[config.mk]
export PLATFORM = sky130hd
export DESIGN_NAME = etc_tile_issuer
export DESIGN_NICKNAME = d
export VERILOG_FILES = /design/src/rtl/etc_pkg.sv /design/src/rtl/etc_tile_assembler.sv /design/src/rtl/etc_tile_issuer.sv
export SDC_FILE = /design/constraint.sdc
export NUM_CORES = 2
export LEC_CHECK = 0
export ABC_CLOCK_PERIOD_IN_PS = 3300
export BUFFER_PORTS_ARGS = -buffer_cell sky130_fd_sc_hd__buf_2
export CORE_AREA = 3 3 353 355
export CTS_CLUSTER_DIAMETER = 60
export DETAILED_ROUTE_END_ITERATION = 10
export DIE_AREA = 0 0 356 358
export PLACE_DENSITY = 0.52
export SETUP_SLACK_MARGIN = 0.3
export SLEW_MARGIN = 30
export SYNTH_ARGS = -nofsm -noshare
export SYNTH_HDL_FRONTEND = slang
export SYNTH_SLANG_ARGS = --single-unit
export TNS_END_PERCENT = 5
[constraint.sdc]
create_clock -name clk -period 3.3 [get_ports clk]
set_clock_uncertainty 0.05 [all_clocks]
set_input_delay 0.495 -clock clk [delete_from_list [all_inputs] [get_ports clk]]
set_output_delay 0.495 -clock clk [all_outputs]
set_load 0.02 [all_outputs]
[src/rtl/etc_pkg.sv]
// Shared op codes, FSM state and tile types for the extended tensor core front end.
// Pure declarations; no timing or flow-control behaviour lives here.
// Users import etc_pkg::* and size their own ports from ETC_W or a local W.
package etc_pkg;

    localparam int ETC_W = 16;

    localparam logic [4:0] OP_MULPLUS  = 5'b00000;
    localparam logic [4:0] OP_PLUSPLUS = 5'b00001;
    localparam logic [4:0] OP_MULMIN   = 5'b01000;
    localparam logic [4:0] OP_PLUSMIN  = 5'b01001;
    localparam logic [4:0] OP_MULMAX   = 5'b10000;
    localparam logic [4:0] OP_PLUSMAX  = 5'b10001;
    localparam logic [4:0] OP_L2D      = 5'b00010;
    localparam logic [4:0] OP_MINMAX   = 5'b01011;
    localparam logic [4:0] OP_MAXMIN   = 5'b10100;
    localparam logic [4:0] OP_ORAND    = 5'b11101;

    typedef enum logic [1:0] {LOAD, ISSUE, DRAIN} state_t;

    typedef logic [3:0][ETC_W-1:0] row_t;
    typedef row_t [3:0]            tile_t;

    function automatic logic is_legal_op(input logic [4:0] op);
        case (op)
            OP_MULPLUS, OP_PLUSPLUS, OP_MULMIN, OP_PLUSMIN, OP_MULMAX,
            OP_PLUSMAX, OP_L2D, OP_MINMAX, OP_MAXMIN, OP_ORAND: is_legal_op = 1'b1;
            default:                                            is_legal_op = 1'b0;
        endcase
    endfunction

endpackage

[src/rtl/etc_tile_assembler.sv]
// Collects 8 operand rows (A rows 0-3, then B rows 0-3) and latches the op on beat 0.
// Latency: a row is visible on tileA/tileB the cycle after its beat is accepted.
// Backpressure: none of its own; the parent gates beatEn with its ready.
module etc_tile_assembler
    import etc_pkg::*;
#(
    parameter int W = ETC_W
) (
    input  logic                   clk,
    input  logic                   rst_n,
    input  logic                   beatEn,
    input  logic [3:0][W-1:0]      rowIn,
    input  logic [4:0]             opIn,
    output logic [3:0][3:0][W-1:0] tileA,
    output logic [3:0][3:0][W-1:0] tileB,
    output logic [4:0]             opOut,
    output logic [2:0]             beat,
    output logic                   done
);

    logic [7:0][3:0][W-1:0] rowBuf;

    assign tileA = rowBuf[3:0];
    assign tileB = rowBuf[7:4];
    assign done  = beatEn && (beat == 3'd7);

    always_ff @(posedge clk) begin
        if (!rst_n) begin
            rowBuf <= '0;
            beat   <= '0;
            opOut  <= '0;
        end else if (beatEn) begin
            rowBuf[beat] <= rowIn;
            beat         <= beat + 3'd1;
            if (beat == 3'd0) opOut <= opIn;
        end
    end

endmodule

[src/rtl/etc_tile_issuer.sv]
// Loads an A/B tile, holds it on the core for CORE_LAT cycles, then drains the 4-row result.
// Latency: result row 0 valid CORE_LAT cycles after the last operand beat. Optional ETC_ISSUER_PERF_EN adds counters.
// Backpressure: in_ready only in LOAD; out_row/out_valid hold while out_ready is low.
module etc_tile_issuer
    import etc_pkg::*;
#(
    parameter int W        = ETC_W,
    parameter int CORE_LAT = 3
) (
    input  logic                   clk,
    input  logic                   rst_n,
    input  logic                   in_valid,
    output logic                   in_ready,
    input  logic [3:0][W-1:0]      in_row,
    input  logic [4:0]             in_op,
    output logic [4:0]             core_op,
    output logic [3:0][3:0][W-1:0] core_inA,
    output logic [3:0][3:0][W-1:0] core_inB,
    input  logic [3:0][3:0][W-1:0] core_out,
    output logic                   out_valid,
    input  logic                   out_ready,
    output logic [3:0][W-1:0]      out_row,
    output logic                   out_last,
    output logic                   op_err
`ifdef ETC_ISSUER_PERF_EN
    ,
    output logic [31:0]            perf_tiles,
    output logic [31:0]            perf_stall
`endif
);

    localparam logic [3:0] LAST_WAIT = 4'(CORE_LAT - 1);

    state_t                 state;
    logic [3:0]             waitCnt;
    logic [1:0]             rowIdx;
    logic [3:0][3:0][W-1:0] resBuf;
    logic [2:0]             beat;
    logic                   accept;
    logic                   tileDone;

    assign accept = in_valid && in_ready;

    // The operand buffer drives the core directly; it only changes on accepted beats, so it is frozen outside LOAD.
    etc_tile_assembler #(.W(W)) u_assembler (
        .clk    (clk),
        .rst_n  (rst_n),
        .beatEn (accept),
        .rowIn  (in_row),
        .opIn   (in_op),
        .tileA  (core_inA),
        .tileB  (core_inB),
        .opOut  (core_op),
        .beat   (beat),
        .done   (tileDone)
    );

    always_ff @(posedge clk) begin
        if (!rst_n) begin
            state     <= LOAD;
            waitCnt   <= '0;
            rowIdx    <= '0;
            resBuf    <= '0;
            in_ready  <= 1'b0;
            out_valid <= 1'b0;
            out_last  <= 1'b0;
            out_row   <= '0;
            op_err    <= 1'b0;
        end else begin
            op_err <= accept && (beat == 3'd0) && !is_legal_op(in_op);
            case (state)
                LOAD: begin
                    in_ready <= !tileDone;
                    if (tileDone) begin
                        state   <= ISSUE;
                        waitCnt <= '0;
                    end
                end
                ISSUE: begin
                    if (waitCnt == LAST_WAIT) begin
                        resBuf    <= core_out;
                        out_row   <= core_out[0];
                        out_valid <= 1'b1;
                        out_last  <= 1'b0;
                        rowIdx    <= '0;
                        state     <= DRAIN;
                    end else begin
                        waitCnt <= waitCnt + 4'd1;
                    end
                end
                DRAIN: begin
                    if (out_ready) begin
                        if (rowIdx == 2'd3) begin
                            out_valid <= 1'b0;
                            out_last  <= 1'b0;
                            in_ready  <= 1'b1;
                            state     <= LOAD;
                        end else begin
                            rowIdx   <= rowIdx + 2'd1;
                            out_row  <= resBuf[rowIdx + 2'd1];
                            out_last <= (rowIdx == 2'd2);
                        end
                    end
                end
                default: state <= LOAD;
            endcase
        end
    end

`ifdef ETC_ISSUER_PERF_EN
    always_ff @(posedge clk) begin
        if (!rst_n) begin
            perf_tiles <= '0;
            perf_stall <= '0;
        end else if (state == DRAIN) begin
            if (out_valid && out_ready && (rowIdx == 2'd3)) perf_tiles <= perf_tiles + 32'd1;
            if (out_valid && !out_ready)                     perf_stall <= perf_stall + 32'd1;
        end
    end
`endif

endmodule
# --- Yosys cells after proc, flatten, opt, wreduce, memory -nomap -nowiden ---
# Memory sizes are Yosys's and may differ from the RTL's.
# Index checks and enable logic that the tools add are counted.
totals:
  ff_bits: 852
  latch_bits: 0
  mem_bits_rw: 0
  romBits: 32
  inputBits: 329
  elab_cells: 133
  mem_count: 1
classes:
  addsub: 3
  n_mul: 0
  div: 0
  magnitude_cmp: 3
  n_eq_ne: 12
  n_shift: 0
  mux: 33
  bitwise_logic: 0
  reduce_logical: 20
mem_list:
  columns: ["memory", "words", "word_bits", "rd", "rd_clocked_by_memory_dff", "write_ports", "line", "source"]
  rows:
  - ["(no name shown)", 32, 1, 1, 0, 0, "etc_pkg.sv:25", "case (op)"]
op_table:
  columns: ["op", "n"]
  rows:
  - ["bitwise mux 512 bit", 1]
  - ["two-way mux 64 bit", 5]
  - ["demux 64 bit (select 3 bit)", 1]
  - ["binary-select mux 64 bit (select 2 bit)", 1]
  - ["case mux 64 bit (2 select lines)", 1]
  - ["two-way mux 2 bit", 7]
  - ["inequality test 2 bit, second input constant", 6]
  - ["AND reduction 4 bit", 3]
  - ["two-way mux 1 bit", 9]
  - ["AND reduction 3 bit", 3]
  - ["two-way mux 4 bit", 2]
  - ["case mux 4 bit (2 select lines)", 1]
  - ["== test 2 bit, second input constant", 3]
  - ["case mux 1 bit (2 select lines)", 3]
  - ["case mux 2 bit (3 select lines)", 1]
  - ["nonzero test 2 bit", 3]
  - ["logical AND 1 bit", 5]
  - ["adder 4 x 1 -> 4 bit, second input constant", 1]
  - ["== test 4 x 2 -> 1 bit, second input constant", 1]
  - ["less-than comparator 3 x 4 -> 1 bit, second input constant", 1]
  - ["case mux 2 bit (2 select lines)", 1]
  - ["AND reduction 2 bit", 2]
  - ["adder 3 x 1 -> 3 bit, second input constant", 1]
  - ["== test 3 bit, second input constant", 1]
  - ["other kinds (7)", 8]

# --- Depth between registers and ports, before layout ---
depth:
  ltp_word: 6
  mapped_depth: 11

# --- Hierarchy ---
# From an unflattened synthesis, not the netlist that was laid out.
hier_totals:
  hier_cells: 3404
  hier_area_um2: 32897.8
by_module_without_submodules:
  columns: ["module", "n_inst", "cells_per_inst", "area_each_um2", "seq_area_each_um2"]
  rows:
  - ["etc_tile_assembler", 1, 1771, 18607.8, 10410.0]
  - ["etc_tile_issuer", 1, 1633, 14290.0, 6646.4]

# --- Worst setup path before layout ---
# Ideal clock, no wire load.
synth_path:
  kind: "reg2reg"
  startpoint: "register rowIdx[0]"
  endpoint: "register out_row[0] (netlist bit)"
  setup_ns: 0.122
  arrival_ns: 2.331
  slack_ns: 0.798
  path_stages_with_launch: 11
  synth_period_minus_slack_ns: 2.502
  cell_sequence: "dfxtp_1 buf_4 buf_6 buf_4 inv_1 ha_1 buf_4 clkbuf_1 mux4_2 mux2i_1 a21oi_1"
synth_via:
  elab_chain_cells: 6
  elab_cells_between_ends: 9
  classes_between: "1 x add/sub; 2 x eq/ne; 5 x mux; 1 x reduce/logical"
synth_rtl:
  columns: ["item", "line", "source"]
  rows:
  - ["start: declaration", "etc_tile_issuer.sv:36", "logic [1:0] rowIdx;"]
  - ["start signal: assignment", "etc_tile_issuer.sv:99", "rowIdx <= rowIdx + 2'd1;"]
  - ["adder 2 x 1 -> 2 bit", "etc_tile_issuer.sv:100", "out_row <= resBuf[rowIdx + 2'd1];"]
  - ["binary-select mux 64 bit (select 2 bit)", "etc_tile_issuer.sv:100", null]
  - ["two-way mux 64 bit (not written as such)", "etc_tile_issuer.sv:100", null]
  - ["two-way mux 64 bit", "etc_tile_issuer.sv:93", "if (rowIdx == 2'd3) begin"]
  - ["two-way mux 64 bit", "etc_tile_issuer.sv:92", "if (out_ready) begin"]
  - ["case mux 64 bit (2 select lines)", "etc_tile_issuer.sv:71", "case (state)"]
  - ["end signal: assignment", "etc_tile_issuer.sv:82", "out_row <= core_out[0];"]
  - ["end signal: assignment", "etc_tile_issuer.sv:100", null]
  - ["end: declaration", "etc_tile_issuer.sv:22", "output logic [3:0][W-1:0] out_row,"]
# Parallel ways exist; a longest one is shown, timed or not. The select of a mux whose other input is x is not followed.
# A chain may end at the register's enable or synchronous reset.

# --- Worst setup path after layout ---
layout_path:
  startpoint: "register waitCnt[1]"
  endpoint: "register resBuf[200] (netlist bit)"
layout_via:
  elab_chain_cells: 2
layout_rtl:
  columns: ["item", "line", "source"]
  rows:
  - ["start: declaration", "etc_tile_issuer.sv:35", "logic [3:0] waitCnt;"]
  - ["start signal: assignment", "etc_tile_issuer.sv:88", "waitCnt <= waitCnt + 4'd1;"]
  - ["== test 4 x 2 -> 1 bit", "etc_tile_issuer.sv:80", "if (waitCnt == LAST_WAIT) begin"]
  - ["AND reduction 2 bit (no line)", null, null]
  - ["end signal: assignment", "etc_tile_issuer.sv:81", "resBuf <= core_out;"]
  - ["end: declaration", "etc_tile_issuer.sv:37", "logic [3:0][3:0][W-1:0] resBuf;"]
# No other way between the ends.

==> flow_summary.yaml <==
outcome:
  status: "complete, no violations"
global_route:
  grt_max_degree: 149
  antenna_found_initial: 20
  grt_usage_pct: 20.8
  grt.overflow.total: 0
  grt_pass1_vias: 29673
  grt_pass1_wl_mm: 200
synth:
  synth.avg_cell_area_um2: 8.70
  synth_flop_cell: "dfxtp_1"
  synth_warnings: 0
  synth_edf_count: 0
  synthesis.nets: 4279
  syn_area_mm2: 0.0343
  yosys.area.top_type: "dfxtp_1"
  yosysSeqAreaShare_pct: 49.7
  synth_seq_cells: 852
  ys_types: 51
  synth_area_leaders: "dfxtp_1, nand2_1, a21boi_0"
  synth_cells: 3943
  async_reset_ff_share_pct: 0
  synth_top_area_share_pct: 49.7
final_layout:
  drive_gt1_share_pct: 24.2
  final_common_cell: "nand2_1"
  final_cell_mix: "nand2_1, buf_2, dfxtp_1, a21boi_0, a21boi_1"
  multi_input_area_mm2: 0.0152
  seqCellArea_mm2: 0.0171
  fin_nets: 5244
  nFillCells: 12607
  synthToLayoutAreaGrowth_pct: 33.5
  fin_cells: 6627
worst_setup_path:
  startpoint_type: "flip-flop"
  cp_cell_sequence: "ha_1, or3b_4, nor2_4, buf_12, buf_4, nand2_1, a21boi_0"
  arrival_ns: 2.88
  critPathLaunch: "waitCnt[1]$_SDFFE_PN0P_"
  critPathCaptureType: "flip-flop"
  r2r_start: "waitCnt[1]$_SDFFE_PN0P_"
  critPathCapture: "resBuf[200]$_SDFFE_PN0P_"
  r2r_end: "resBuf[200]$_SDFFE_PN0P_"
  max_stage_delay_ns: 0.44
  r2r_slack_ns: 0.96
  critPathKind: "reg2reg"
  slowest_stage: "nor2_4"
  reg2reg_depth: 7
  path_buf_inv: 2
  worstPathMaxFanout: 33
  required_ns: 3.84
  cp_top_family: "simple AND/OR/NAND/NOR gates"
  path_depth: 7
clock_tree:
  clock_sinks: 852
  root_buffer: "clkbuf_16"
  cts.hold.buffers_added: 245
  numCtsBuffers: 103
  cts_setup_buffers: 0
  cts_repair_resize_count: 0
  cts_buffer_depth: 3
  insertion_delay_ns: 0.68
  cts_tree: "built"
  htree_levels: 3
  clk_pin_slew_worst_paths_ns: 0.06
route:
  wire_per_inst_um: 21.0
  drc_errors: 0
  via_per_inst: 4.62
  routed-via-count: 30621
  antenna_left: 0
  drtPass1Iterations: 5
  wl_mm: 139
  drtIter0Drc: 2239
placed_design:
  gp_congestion: 0.802
  hpwl_mm: 95.4
  dp_cells: 6182
  port_buffers: 913
timing:
  period_share_pct: 71.0
  final.setup.tns_ns: 0
  layout_min_cycle_time_ns: 2.34
  fmax_mhz: 427
  setup_violations: 0
  worst_slew_pin_slew_ns: 0.956
  holdWs_ns: 0.0590
  hold_violations: 0
  timing.slew.headroom_pct: 36.3
  rsz0062_at_grt: "false"
  report.final.slew_viol_count: 0
die:
  rows: 128
  dieHeight_um: 358
  initial_core_util_pct: 28.2
  fp.dieArea_mm2: 0.127
  coreArea_mm2: 0.122
  io_pins: 914
  die_x_um: 356
worst_hold_path:
  hold_path.class: "in2reg"
run:
  maxCapViolCount: 0
power:
  total_leakage_power_nw: 17.8
  p_per_area_mw_per_mm2: 510
  ir_drop_v: 0.000378
## worst min-delay path: cells and delay by family
family / cells / cell delay, ns
buffers and inverters: 1 / 0.11
and+or+nand+nor: 1 / 0.05
AOI/OAI and AO/OA: 1 / 0.07
## flip-flops by register name (all words and copies together), names as in the netlist
name               flops
in_ready               1
state                  2
u_assembler.opOut      5
resBuf               256
waitCnt                4
op_err                 1
u_assembler.beat       3
out_row               64
u_assembler.tileA    256
out_valid              1
out_last               1
u_assembler.tileB    256
rowIdx                 2
## power by group
group	leakage, nW	internal [W]	switching (W)	total (W)
combinational	9.23	0.000590	0.000761	0.00135
clock	1.71	0.00686	0.00476	0.0116
sequential	6.87	0.0104	0.0000402	0.0104
## area by class of cell
class	count	area share (%)
Clock inverter	32	0.976
Antenna cell	12	0.0656
Multi-Input combinational cell	2724	33.1
Clock buffer	155	6.70
Inverter	5	0.0410
Timing Repair Buffer	1222	17.4
Tap cell	1625	4.44
Sequential cell	852	37.3
## per-layer routing
metal,vias to the layer above,share of wire (%),GRT usage (%),wire (µm)
met3,231,7.3,5.22,10200
met1,14470,43,26.3,59600
met5,-,0,0,0
met4,0,3.9,8.27,5380
li1,14859,-,-,-
met2,1061,46,33.9,64100
## cells by family after synthesis
kind of cell             count (synthesis)  synth area share (%)
XOR/XNOR                                 2                0.0511
multiplexers                           130                  5.18
AND/OR/NAND/NOR                       1636                  18.6
flip-flops                             852                  49.7
buffers and inverters                  367                  6.33
AO/OA/AOI/OAI                          949                  19.8
adder cells (fa/ha/maj)                  7                 0.255
## synth_stat cells (2+ instances only)
master	instances
o21ai_0	93
buf_6	60
ha_1	7
inv_1	5
buf_1	6
or2_1	3
nor2_4	2
nor2b_1	3
nor2_2	2
nand2b_1	3
a21boi_0	450
a21boi_1	330
and2_1	2
a22oi_1	26
nor2_1	7
mux2i_1	91
nand3_2	4
o31ai_1	2
nand3_1	39
nand2_2	2
buf_2	114
nor3_1	2
dfxtp_1	852
clkbuf_1	128
a21oi_1	42
nor3_4	3
buf_4	52
nand2_1	1552
mux4_2	38
nand3b_1	2
## through the flow
| stage | total power (W) | area (µm²) | utilization [%] | setup slack (ns) |
|---|---|---|---|---|
| after floorplan | 0.0112 | 34300 | - | 0.798 |
| after global placement | 0.0117 | 39800 | 32.7 | 0.835 |
| after detailed placement | 0.0117 | 39800 | 32.7 | 0.822 |
| after CTS | 0.0237 | 45700 | 37.6 | 0.937 |
| after global routing | 0.0241 | 45800 | 37.6 | 0.817 |
| final | 0.0234 | 45800 | 37.6 | 0.957 |
## worst min-delay path by stage
stage,from,to,slack (ns),depth (start not counted)
floorplan,resBuf[126]$_SDFFE_PN0P_,resBuf[126]$_SDFFE_PN0P_,0.38,2
global placement,u_assembler.tileB[28]$_SDFFE_PN0P_,u_assembler.tileB[28]$_SDFFE_PN0P_,0.39,2
detailed placement,u_assembler.tileB[186]$_SDFFE_PN0P_,u_assembler.tileB[186]$_SDFFE_PN0P_,0.39,2
CTS,core_out[148],resBuf[148]$_SDFFE_PN0P_,0.001,3
global route,core_out[190],resBuf[190]$_SDFFE_PN0P_,0.02,3
finish,core_out[190],resBuf[190]$_SDFFE_PN0P_,0.06,3
Power figures use the tool's default switching activity.
